File: config.mk
export PLATFORM = sky130hd
export DESIGN_NAME = uart_query_initiator
export DESIGN_NICKNAME = d
export VERILOG_FILES = /design/src/rtl/uart_query_initiator.sv
export SDC_FILE = /design/constraint.sdc
export NUM_CORES = 1
export LEC_CHECK = 0
export CAP_MARGIN = 15
export CORE_ASPECT_RATIO = 1.75
export CORE_MARGIN = 2
export CORE_UTILIZATION = 63
export DETAILED_ROUTE_END_ITERATION = 16
export PLACE_DENSITY_LB_ADDON = 0.25
export SLEW_MARGIN = 20
export SYNTH_ARGS = -nofsm -noshare
export SYNTH_HDL_FRONTEND = slang
export SYNTH_SLANG_ARGS = --single-unit
File: constraint.sdc
create_clock -name clk -period 4.4 [get_ports clk]
set_input_delay 0.44 -clock clk [delete_from_list [all_inputs] [get_ports clk]]
set_output_delay 0.44 -clock clk [all_outputs]
set_load 0.01 [all_outputs]
File: src/rtl/uart_query_initiator.sv
// Sends one opcode byte (8N1, or 8E1 when UART_QUERY_PARITY_EN is defined), then waits for one reply byte or a timeout.
// One exchange at a time: cmd_ready is high only in IDLE, and cmd_valid is ignored while busy.
module uart_query_initiator #(
  parameter int CLKS_PER_BIT      = 868,
  parameter int RESP_TIMEOUT_CLKS = 200000
) (
  input  logic       clk,
  input  logic       reset_b,
  input  logic       cmd_valid,
  input  logic [7:0] cmd_opcode,
  output logic       cmd_ready,
  output logic       tx_serial,
  input  logic       rx_serial,
  output logic       resp_valid,
  output logic [7:0] resp_data,
  output logic       resp_err,
  output logic       resp_timeout,
  output logic       busy
);
  localparam int CNT_W = $clog2(CLKS_PER_BIT);
  localparam int TO_W  = (RESP_TIMEOUT_CLKS > 1) ? $clog2(RESP_TIMEOUT_CLKS) : 1;
  localparam logic [CNT_W-1:0] BIT_LAST = CNT_W'(CLKS_PER_BIT - 1);
  localparam logic [CNT_W-1:0] HALF_BIT = CNT_W'(CLKS_PER_BIT / 2 - 1);
  localparam logic [TO_W-1:0]  TO_LAST  = TO_W'(RESP_TIMEOUT_CLKS - 1);

  typedef enum logic [3:0] {
    IDLE,
    TX_START,
    TX_DATA,
`ifdef UART_QUERY_PARITY_EN
    TX_PARITY,
`endif
    TX_STOP,
    WAIT_RESP,
    RX_START,
    RX_DATA,
`ifdef UART_QUERY_PARITY_EN
    RX_PARITY,
`endif
    RX_STOP,
    DONE
  } state_t;

  state_t           state;
  logic [CNT_W-1:0] bit_cnt;
  logic [2:0]       bit_idx;
  logic [TO_W-1:0]  to_cnt;
  logic [7:0]       opcode;
  logic [7:0]       rx_shift;
  logic             err_flag;
  logic             rx_meta;
  logic             rx_sync;
`ifdef UART_QUERY_PARITY_EN
  logic             par_err;
`endif

  always_ff @(posedge clk) begin
    if (!reset_b) begin
      rx_meta <= 1'b1;
      rx_sync <= 1'b1;
    end else begin
      rx_meta <= rx_serial;
      rx_sync <= rx_meta;
    end
  end

  always_ff @(posedge clk) begin
    if (!reset_b) begin
      state        <= IDLE;
      bit_cnt      <= '0;
      bit_idx      <= '0;
      to_cnt       <= '0;
      opcode       <= '0;
      rx_shift     <= '0;
      err_flag     <= 1'b0;
`ifdef UART_QUERY_PARITY_EN
      par_err      <= 1'b0;
`endif
      tx_serial    <= 1'b1;
      cmd_ready    <= 1'b1;
      busy         <= 1'b0;
      resp_valid   <= 1'b0;
      resp_data    <= '0;
      resp_err     <= 1'b0;
      resp_timeout <= 1'b0;
    end else begin
      resp_valid   <= 1'b0;
      resp_timeout <= 1'b0;
      case (state)
        IDLE: begin
          tx_serial <= 1'b1;
          // cmd_ready clears on accept so it always mirrors "state is IDLE and free"
          if (cmd_valid && cmd_ready) begin
            opcode    <= cmd_opcode;
            cmd_ready <= 1'b0;
            busy      <= 1'b1;
            bit_cnt   <= '0;
            state     <= TX_START;
          end else begin
            cmd_ready <= 1'b1;
          end
        end
        TX_START: begin
          tx_serial <= 1'b0;
          if (bit_cnt == BIT_LAST) begin
            bit_cnt <= '0;
            bit_idx <= '0;
            state   <= TX_DATA;
          end else begin
            bit_cnt <= bit_cnt + 1'b1;
          end
        end
        TX_DATA: begin
          tx_serial <= opcode[bit_idx];
          if (bit_cnt == BIT_LAST) begin
            bit_cnt <= '0;
            bit_idx <= bit_idx + 1'b1;
            if (bit_idx == 3'd7) begin
`ifdef UART_QUERY_PARITY_EN
              state <= TX_PARITY;
`else
              state <= TX_STOP;
`endif
            end
          end else begin
            bit_cnt <= bit_cnt + 1'b1;
          end
        end
`ifdef UART_QUERY_PARITY_EN
        TX_PARITY: begin
          tx_serial <= ^opcode;
          if (bit_cnt == BIT_LAST) begin
            bit_cnt <= '0;
            state   <= TX_STOP;
          end else begin
            bit_cnt <= bit_cnt + 1'b1;
          end
        end
`endif
        TX_STOP: begin
          tx_serial <= 1'b1;
          if (bit_cnt == BIT_LAST) begin
            bit_cnt <= '0;
            to_cnt  <= '0;
            state   <= WAIT_RESP;
          end else begin
            bit_cnt <= bit_cnt + 1'b1;
          end
        end
        WAIT_RESP: begin
          // a start edge beats a simultaneous expiry
          if (!rx_sync) begin
            bit_cnt <= '0;
            state   <= RX_START;
          end else if (to_cnt == TO_LAST) begin
            resp_timeout <= 1'b1;
            busy         <= 1'b0;
            state        <= IDLE;
          end else begin
            to_cnt <= to_cnt + 1'b1;
          end
        end
        RX_START: begin
          if (bit_cnt == HALF_BIT) begin
            bit_cnt <= '0;
            if (!rx_sync) begin
              bit_idx <= '0;
              state   <= RX_DATA;
            end else begin
              state <= WAIT_RESP;
            end
          end else begin
            bit_cnt <= bit_cnt + 1'b1;
          end
        end
        RX_DATA: begin
          if (bit_cnt == BIT_LAST) begin
            bit_cnt  <= '0;
            rx_shift <= {rx_sync, rx_shift[7:1]};
            bit_idx  <= bit_idx + 1'b1;
            if (bit_idx == 3'd7) begin
`ifdef UART_QUERY_PARITY_EN
              state <= RX_PARITY;
`else
              state <= RX_STOP;
`endif
            end
          end else begin
            bit_cnt <= bit_cnt + 1'b1;
          end
        end
`ifdef UART_QUERY_PARITY_EN
        RX_PARITY: begin
          if (bit_cnt == BIT_LAST) begin
            bit_cnt <= '0;
            par_err <= rx_sync ^ (^rx_shift);
            state   <= RX_STOP;
          end else begin
            bit_cnt <= bit_cnt + 1'b1;
          end
        end
`endif
        RX_STOP: begin
          if (bit_cnt == BIT_LAST) begin
            bit_cnt <= '0;
`ifdef UART_QUERY_PARITY_EN
            err_flag <= ~rx_sync | par_err;
`else
            err_flag <= ~rx_sync;
`endif
            state <= DONE;
          end else begin
            bit_cnt <= bit_cnt + 1'b1;
          end
        end
        DONE: begin
          resp_data  <= rx_shift;
          resp_valid <= 1'b1;
          resp_err   <= err_flag;
          busy       <= 1'b0;
          state      <= IDLE;
        end
        default: begin
          busy  <= 1'b0;
          state <= IDLE;
        end
      endcase
    end
  end
endmodule

==> results.py <==
metrics = {
    "outcome": {
        "outcome": "complete, no violations",
    },
    "place": {
        "gp_congestion": 0.910,
        "port-buffer-count": 25,
        "dp_hpwl_um": 5510,
        "placed_area_sq_um": 3640,
    },
    "die": {
        "die_w_um": 59.7,
        "dieArea_sq_um": 6060,
        "die_h_um": 102,
        "core_area_sq_um": 5260,
        "rows": 35,
        "start_util": 0.652,
        "ios": 26,
    },
    "clock_tree": {
        "insertion_delay_ns": 0.35,
        "cts_setup_buffers": 0,
        "cts_buffers": 9,
        "clockRootBuffer": "clkbuf_8",
        "ctsHoldBuffers": 0,
        "path_clk_slew_ns": 0.08,
        "cts.path.max_buffers": 2,
        "cts_sinks": 68,
        "post_cts_resized": 0,
        "cts_tree": "built",
        "htreeDepth": 3,
    },
    "grt": {
        "grt_pass1_wl_um": 13200,
        "grt_pass1_vias": 2924,
        "antenna_found_initial": 0,
        "gr-total-overflow": 0,
        "track_usage": 0.282,
        "grt_max_degree": 33,
    },
    "cells_and_area": {
        "finalNetCount": 421,
        "design_area_sq_um": 3880,
        "antenna_cells": 0,
        "multi_input_area_sq_um": 1930,
        "fillers": 386,
        "drive_gt1_frac": 0.0954,
        "regArea_sq_um": 1360,
        "syn_to_final_growth_pct": 13.4,
    },
    "setup_path": {
        "crit_type": "reg -> reg",
        "startpoint_type": "flip-flop",
        "cp_max_fo": 15,
        "worstPathArrival_ns": 2.67,
        "cp.required_ns": 4.65,
        "end_kind": "flip-flop",
    },
    "timing": {
        "period_needed_ns": 2.42,
        "fmax_mhz": 414,
        "rsz0062_at_grt": "no",
        "slew_violations": 0,
        "fin_crit_sh": 0.549,
        "tightest_slew_ns": 0.625,
        "finalSetupViolations": 0,
        "max_slew_margin": 0.582,
        "hold_viol": 0,
        "finalSetupTns_ns": 0,
        "fin_skew_ns": 0.0105,
    },
    "logic_synthesis": {
        "syn_area_per_cell_sq_um": 8.83,
        "netlist_area_sq_um": 3420,
        "synth_area_leaders": "dfxtp_1 (40%), mux2i_1 (6.7%), nand2_1 (5.7%), nor2_1 (4.1%), a21oi_1 (3.8%)",
        "synth_top_area_share": 0.398,
        "synth.largest_area_cell": "dfxtp_1",
        "synthCells": 388,
        "ys_seq_area_frac": 0.398,
        "synth_top_flop_cell": "dfxtp_1",
        "ys_warn_count": 0,
        "async_flop_share": 0,
        "synth-seq-cells": 68,
        "synth_nets": 405,
        "synth_edf_count": 0,
        "synth_cell_type_count": 63,
    },
    "hold_path": {
        "hold_class": "reg -> reg",
    },
    "power_and_ir_drop": {
        "p_per_area_nw_per_um2": 419,
        "ir_drop_v": 0.000318,
        "p_leak_nw": 1.45,
    },
    "detailed_routing": {
        "wl_um": 7770,
        "post_drt_wl_per_cell_um": 16.7,
        "antenna_left": 0,
        "drcViolationCount": 0,
        "vias": 2997,
        "via_per_inst": 6.46,
        "dr.first_iter.drc_count": 207,
        "dr.pass1.iters": 5,
    },
    "job": {
        "cap_violations": 0,
    },
}
[final timing paths]
| path | start | to | slack, ns | depth (start not counted) |
|---|---|---|---|---|
| hold / removal | rx_meta$_SDFF_PN1_ | rx_sync$_SDFF_PN1_ | 0.42 | 1 |
| hold reg to reg | rx_meta$_SDFF_PN1_ | rx_sync$_SDFF_PN1_ | 0.42 | 1 |
| setup reg to reg | bit_cnt[0]$_SDFFE_PN0P_ | to_cnt[9]$_SDFFE_PN0P_ | 1.98 | 6 |
| setup / recovery | bit_cnt[0]$_SDFFE_PN0P_ | to_cnt[9]$_SDFFE_PN0P_ | 1.98 | 6 |
[cell usage after synthesis (3+ instances only)]
| cell | number |
|---|---|
| o32ai_1 | 4 |
| buf_2 | 4 |
| nand2b_1 | 8 |
| xor2_1 | 5 |
| o221a_2 | 4 |
| ha_1 | 5 |
| nand2_1 | 52 |
| a31oi_1 | 5 |
| clkbuf_1 | 13 |
| a21oi_1 | 26 |
| nand4b_1 | 7 |
| and3_1 | 9 |
| nor3b_1 | 4 |
| nand4_1 | 11 |
| and4_1 | 3 |
| a22oi_1 | 3 |
| o21ai_0 | 9 |
| nor2b_1 | 3 |
| dfxtp_1 | 68 |
| inv_1 | 5 |
| nor2_1 | 37 |
| mux2i_1 | 23 |
| nand3_1 | 19 |
| nand3b_1 | 6 |
| and2_1 | 4 |
[area by class of cell]
type,instances,share of cell area
clock buffer,10,0.0329
multi-input combinational,292,0.497
sequential,68,0.350
timing repair buffer,26,0.0663
clock inverter,6,0.0290
tap,55,0.0177
inverter,7,0.00676
[metal layers]
metal,global-route usage,vias to the layer above,share of wire
li1,-,1446,-
met1,0.308,1440,0.39
met2,0.486,88,0.54
met3,0.0639,23,0.036
met4,0.159,0,0.033
met5,0,-,0
[critical path, cell delays in order, from the launching register on]
cell	delay (ns)
dfxtp_1	0.45
ha_1	0.28
nand4_1	0.19
nor3_4	0.34
nand3_1	0.50
and2_1	0.35
o221a_2	0.23
[report_power, final]
group | switching [mW] | leakage (nW) | internal (mW) | total (mW)
clock | 0.239 | 0.120 | 0.377 | 0.617
combinational | 0.170 | 0.776 | 0.133 | 0.303
sequential | 0.0551 | 0.551 | 0.652 | 0.707
[flip-flops by register name, summed over array words and instances, names as in the netlist]
register and flops:
bit_cnt 10, rx_shift 8, bit_idx 3, to_cnt 18, opcode 8, tx_serial 1, rx_meta 1, resp_err 1
busy 1, rx_sync 1, cmd_ready 1, resp_valid 1, err_flag 1, resp_data 8, state 4, resp_timeout 1
[metrics by stage]
stage	util	setup WS, ns	hold slack [ns]	instances	total power [mW]
3_5_place_dp	0.694	2.01	0.399	448	1.02
4_1_cts	0.739	2.02	0.417	464	1.63
5_1_grt	0.739	1.78	0.440	464	1.70
3_3_place_gp	0.694	2.10	0.390	448	1.01
6_report	0.739	1.98	0.419	464	1.63
2_1_floorplan	-	2.53	0.386	388	0.940
[kinds of logic after synthesis]
kind of cell,synth area share
compound gates,0.164
xor+xnor,0.0128
fa+ha+maj,0.0183
buf+inv,0.0387
flops,0.398
mux,0.0804
simple gates,0.288
[cells in the final DEF (no fill, tap or decap), types with 2 or more instances in the layout]
cell / count
dfxtp_1: 68
nand2_1: 52
nor2_1: 37
a21oi_1: 26
clkdlybuf4s50_1: 25
mux2i_1: 23
nand3_1: 19
nand4_1: 11
and3_1: 9
o21ai_0: 9
clkbuf_8: 9
nand2b_1: 8
nand4b_1: 7
nand3b_1: 6
inv_1: 5
xor2_1: 5
a31oi_1: 5
ha_1: 5
nor3b_1: 4
and2_1: 4
o32ai_1: 4
o221a_2: 4
a22oi_1: 3
nor2b_1: 3
and4_1: 3
bufinv_16: 3
or3_1: 2
a2bb2oi_1: 2
inv_2: 2
o21ai_1: 2
a211oi_1: 2
nor3_1: 2
a41oi_1: 2
mux4_2: 2
a21boi_0: 2
o221a_1: 2
a31o_2: 2
clkinv_4: 2
(Power assumes the default switching activity.)
==> RTL edit 1: new RTL, config.mk and constraints unchanged <==
`CLKS_PER_BIT`: 868 -> 217.
--- a/src/rtl/uart_query_initiator.sv
+++ b/src/rtl/uart_query_initiator.sv
@@ -2,5 +2,5 @@
 // One exchange at a time: cmd_ready is high only in IDLE, and cmd_valid is ignored while busy.
 module uart_query_initiator #(
-  parameter int CLKS_PER_BIT      = 868,
+  parameter int CLKS_PER_BIT      = 217,
   parameter int RESP_TIMEOUT_CLKS = 200000
 ) (
Check against the original RTL: same outputs for any inputs over 10 cycles, from zero or initial values and one cycle with reset_b low; that may be too few to reach the edited logic, so the function may still have changed.
==> RTL edit 1 against the original RTL <==
Final cell count shrank 1.1%; sequential share of layout area up 1.2 points; non-clock buffer count down 1; cell area fell by 6.2%; synthesized area is 5.4% lower; clock skew shrank 0.0020 ns; hold slack gained 0.0024 ns; setup slack got worse by 0.12 ns; wire length is 2.5% lower; sequential cell count down 2; core utilization is 0.68 points lower; critical path type unchanged; critical endpoint is now to_cnt[14].
Power is not compared: it rests on default switching activity, and its combinational part moved more than twofold at a synthesized area within 25%.
==> RTL edit 1: results (changes against the original RTL) <==
Synthesis
  – Synth top area cells: dfxtp_1, nand2_1, mux2i_1, a21oi_1, nor2_1
  – Mux cell area share after synthesis: 6.95% (-1.1 points)
  – Adder-cell share of the synthesized area: 1.93% (+0.10 points)
  – Post-Synth XOR/XNOR Area: 0% (-1.3 points)
  – Syn nets: 404 (-0.25%)
  – Compound-gate portion of the synthesized area: 18.7% (+2.2 points)
  – Synth top cells by count: dfxtp_1, nand2_1, nor2_1
  – Sequential element share of the synthesized area: 40.8% (+1.0 points)
  – Synth unique cells: 54 (-14%)

Global route
  – Largest net degree at the start of global routing: 56 (+70%)
  – Total track usage: 28.8% (+0.58 points)

Final layout
  – Proportion of layout cells with a drive suffix above 1: 8.64% (-0.89 points)
  – Final #Nets: 417 (-0.95%)

Place
  – Hpwl dp: 4990 um (-9.4%)
  – Dpl cell area: 3440 sq um (-5.6%)

Outcome
  – Outcome: completed

Critical path
  – Critical path data arrival time: 2.79 ns (+0.12 ns)
  – RR Startpoint: to_cnt[0]
  – Reg-to-reg endpoint: to_cnt[14]
  – Critical path fanouts, max: 17 (+2)
  – FF-to-FF setup slack: 1.86 ns (-0.12 ns)

Detailed routing
  – Vias per cell: 6.53 (+1.0%)
  – Initial DRC Count: 202 (-2.4%)
  – First drt pass iteration count: 7 (+2)
  – Final wirelength: 7570 um (-2.5%)

Timing
  – Final setup skew: 0.00853 ns (-0.00199 ns)
  – Worst slew margin: 25.6% (-33 points)
==> RTL edit 1: cell families after synthesis <==
family,after synthesis
simple gates,175
buf+inv,30
flops,66
compound gates,91
fa+ha+maj,5
mux,20
==> RTL edit 1: cell type report <==
type	instances	area share [%]
Multi-Input combinational cell	291	48.8
Sequential cell	66	36.2
Timing Repair Buffer	25	6.86
Clock buffer	9	3.40
Clock inverter	7	2.09
Tap cell	54	1.85
Inverter	7	0.721
==> RTL edit 1: where the power goes <==
group	total, uW	internal, uW	leakage [uW]	switching, uW
Clock	516	265	0.0000962	251
Combinational	107	45.6	0.000610	61.8
Sequential	627	612	0.000534	15.9
Total	1250	922	0.00124	329
==> RTL edit 1: routing by layer <==
layer	global-route usage (%)	vias up	share of wire [%]
met5	0	-	0
met4	15.2	0	3.1
met3	6.04	29	5.3
met2	49.9	97	53
met1	32.1	1422	39
li1	-	1447	-
==> RTL edit 1: how the worst max path moves through the flow <==
stage	slack, ns	cells after the start	start	end
floorplan	2.32	6	bit_cnt[0]	bit_idx[1]
global placement	1.85	4	reset_b	state[1]
detailed placement	1.80	4	reset_b	state[1]
CTS	1.85	5	state[0]	bit_cnt[7]
global route	1.62	6	to_cnt[0]	to_cnt[7]
finish	1.86	6	to_cnt[0]	to_cnt[14]
==> RTL edit 1: critical path, stage by stage (launching register included) <==
cell      delay [ns]
dfxtp_1         0.43
ha_1            0.23
nand3_1         0.23
nor3_1          0.54
a21o_1          0.55
nand2_1         0.19
a311oi_1        0.28
==> RTL edit 1: through the flow <==
stage | instances | setup WS (ns) | hold slack [ns] | util, % | power (uW)
detailed placement | 443 | 1.80 | 0.403 | 69.1 | 746
finish | 459 | 1.86 | 0.421 | 73.3 | 1250
floorplan | 387 | 2.32 | 0.386 | - | 712
global placement | 443 | 1.85 | 0.402 | 69.1 | 742
CTS | 459 | 1.85 | 0.426 | 73.1 | 1250
global route | 459 | 1.62 | 0.437 | 73.3 | 1290
==> RTL edit 2: new RTL, same settings <==
Made on the original files. Reset style: asynchronous (`reset_b`), changed in 2 clocked blocks.
--- a/src/rtl/uart_query_initiator.sv
+++ b/src/rtl/uart_query_initiator.sv
@@ -55,5 +55,5 @@
 `endif
 
-  always_ff @(posedge clk) begin
+  always_ff @(posedge clk or negedge reset_b) begin
     if (!reset_b) begin
       rx_meta <= 1'b1;
@@ -65,5 +65,5 @@
   end
 
-  always_ff @(posedge clk) begin
+  always_ff @(posedge clk or negedge reset_b) begin
     if (!reset_b) begin
       state        <= IDLE;
Check against the original RTL: differs if reset_b is asserted again (counterexample within 4 cycles, from zero or initial values and one cycle with reset_b low); with reset_b held inactive, the same outputs for 10 cycles.
==> RTL edit 2 against the original RTL <==
Wire length fell by 5.8%; setup slack worse by 0.28 ns; first-iteration DRC count is 9.2% lower; synthesized area up 0.69%; synthesized cell count decreased by 17%; cell area is 1.3% higher; clock skew increased by 0.00052 ns; largest cell class is now flip-flops and latches; via count fell by 13%; sequential cell count is the same; sequential share of layout area is 8.3 points higher; critical path type unchanged.
Power is not compared: it rests on default switching activity, and its combinational part moved more than twofold at a synthesized area within 25%.
==> RTL edit 2: results (changes against the original RTL) <==
Synthesis
  – Sequential element share of the synthesized area: 49.5% (+9.7 points)
  – Avg Inst Size Synth: 10.7 sq um (+22%)
  – Synth top cells by count: dfrtp_1, mux2_2, nand2_1
  – Synth unique cells: 54 (-14%)
  – Syn nets: 338 (-17%)
  – Synth async-reset ratio: 100% (+100 points)
  – Ys Warns: 0 (unchanged)
  – Synth top area cells: dfrtp_1, mux2_2, dfstp_2, a21oi_1, mux2i_1
  – Biggest area consumer among synthesized cells: dfrtp_1

Place
  – Placer Congestion: 0.910 (about the same)
  – Post-Place Cells: 390 (-13%)
  – Port buffer count: 25 (unchanged)
  – Hpwl dp: 5080 um (-7.8%)
  – DP Worst Slack: 1.79 ns (-0.222 ns)

Critical path
  – Crit-path slowest cell: nor4b_2
  – Critical path data arrival time: 2.96 ns (+0.29 ns)
  – FF-to-FF setup slack: 1.70 ns (-0.28 ns)
  – RR Startpoint: state[1]
  – Worst reg2reg path depth: 5 (-1)
  – Beginning of the critical path: state[1]
  – Crit path max-delay family: simple AND/OR/NAND/NOR gates
  – Critical path fanouts, max: 12 (-3)
  – Slowest Stage Delay on Critical Path: 0.95 ns (+0.45 ns)
  – Worst Setup EP: to_cnt[13]

Global route
  – Total track usage: 26.4% (-1.9 points)
  – First-pass GRT wire length: 12000 um (-9.2%)
  – Number of global-route vias before repair: 2599 (-11%)
  – Initial antenna violation count: 0 (unchanged)
  – Largest net degree at the start of global routing: 44 (+33%)

Final layout
  – Largest registers: to_cnt: 18 flops, bit_cnt: 10 flops
  – Final #Nets: 363 (-14%)
  – Proportion of layout cells with a drive suffix above 1: 17.7% (+8.1 points)
  – Non-Filler Instances: 406 (-13%)
  – N_diodes: 0 (unchanged)

Clock network
  – CTS-repair resized insts: 0 (unchanged)
  – H-tree levels: 3 (unchanged)
  – CTS clock-pin slew for the worst setup and hold paths: 0.08 ns (about the same)
  – Post-CTS Setup Inserts: 0 (unchanged)
  – Worst skew pair latency: 0.35 ns (about the same)
  – CTS Buf Count: 9 (unchanged)
  – Clk buf depth: 2 (unchanged)

Timing
  – Worst slew margin: 28.4% (-30 points)
  – Maximum clock rate: 0.371 GHz (-10%)
  – Final setup skew: 0.0110 ns (+0.000516 ns)

Power and ir drop
  – Max VDD drop: ~0.30 mV
  – Pleak: approximately 0.0017 uW

Outcome
  – Outcome: completed

Min path
  – Type of the most critical hold path: in -> async

Detailed routing
  – WL per Instance: 18.0 um (+7.7%)
  – Vias per cell: 6.41 (-0.78%)
  – First drt pass iteration count: 5 (unchanged)
  – Initial DRC Count: 188 (-9.2%)
RTL edit 2: cell types whose count changed after synthesis, sizes merged, moves of 8 or more:
cell / before / now
dfxtp: 68 / 0
dfrtp: 0 / 64
nand2: 52 / 22
mux2: 0 / 28
nor2: 38 / 19
mux2i: 23 / 9
nor3: 3 / 12
clkbuf: 13 / 5
RTL edit 2: per-layer routing:
metal	up-vias	GRT usage [%]	part of all wire, %
li1	1230	-	-
met1	1289	29.5	39
met2	62	45.6	54
met3	21	6.46	3.5
met4	0	12.6	2.9
met5	-	0	0
RTL edit 2: worst min path at each step:
stage	startpoint	endpoint	slack [ns]	cells after the start
after floorplan	reset_b	bit_cnt[0]	0.14	0
after global placement	rx_meta	rx_sync	0.35	0
after detailed placement	rx_meta	rx_sync	0.35	0
after CTS	reset_b	bit_cnt[7]	0.09	1
after global routing	reset_b	bit_cnt[2]	0.12	1
final	reset_b	bit_cnt[1]	0.08	1
RTL edit 2: logic make-up (layout without fill, tap and decap cells):
| kind of cell | after synthesis | in the layout | share of synthesized area, % |
|---|---|---|---|
| simple gates | 109 | 109 | 17.4 |
| buf+inv | 26 | 56 | 3.30 |
| compound gates | 70 | 70 | 13.9 |
| xor+xnor | 4 | 4 | 1.02 |
| fa+ha+maj | 5 | 5 | 1.81 |
| mux | 39 | 39 | 13.1 |
| flops | 68 | 68 | 49.5 |
RTL edit 2: worst register-to-register path, cell delays in order (launching register included):
cell and delay (ns):
dfrtp_1 0.50, nor4b_2 0.96, nand2_1 0.23, a21oi_1 0.53
a41oi_1 0.21, a31oi_1 0.19
RTL edit 2: per-stage QoR:
stage	util (%)	area, sq um
finish	74.9	3930
global placement	70.6	3710
CTS	74.9	3930
detailed placement	70.6	3710
global route	74.9	3930
floorplan	-	3450
RTL edit 2: final cells by class:
class | instances | area, sq um
tap | 55 | 68.8
multi-input combinational | 227 | 1630
fill | 388 | 1320
clock inverter | 5 | 83.8
clock buffer | 11 | 141
inverter | 14 | 52.6
timing repair buffer | 26 | 253
sequential | 68 | 1710
RTL edit 2: power by group through the flow:
stage / combinational (uW) / sequential [uW] / clock, uW
3_5_place_dp: 24.4 / 640 / 0
3_3_place_gp: 24.0 / 640 / 0
2_1_floorplan: 2.54 / 639 / 0
4_1_cts: 24.6 / 628 / 588
6_report: 23.6 / 628 / 580
5_1_grt: 27.3 / 628 / 621
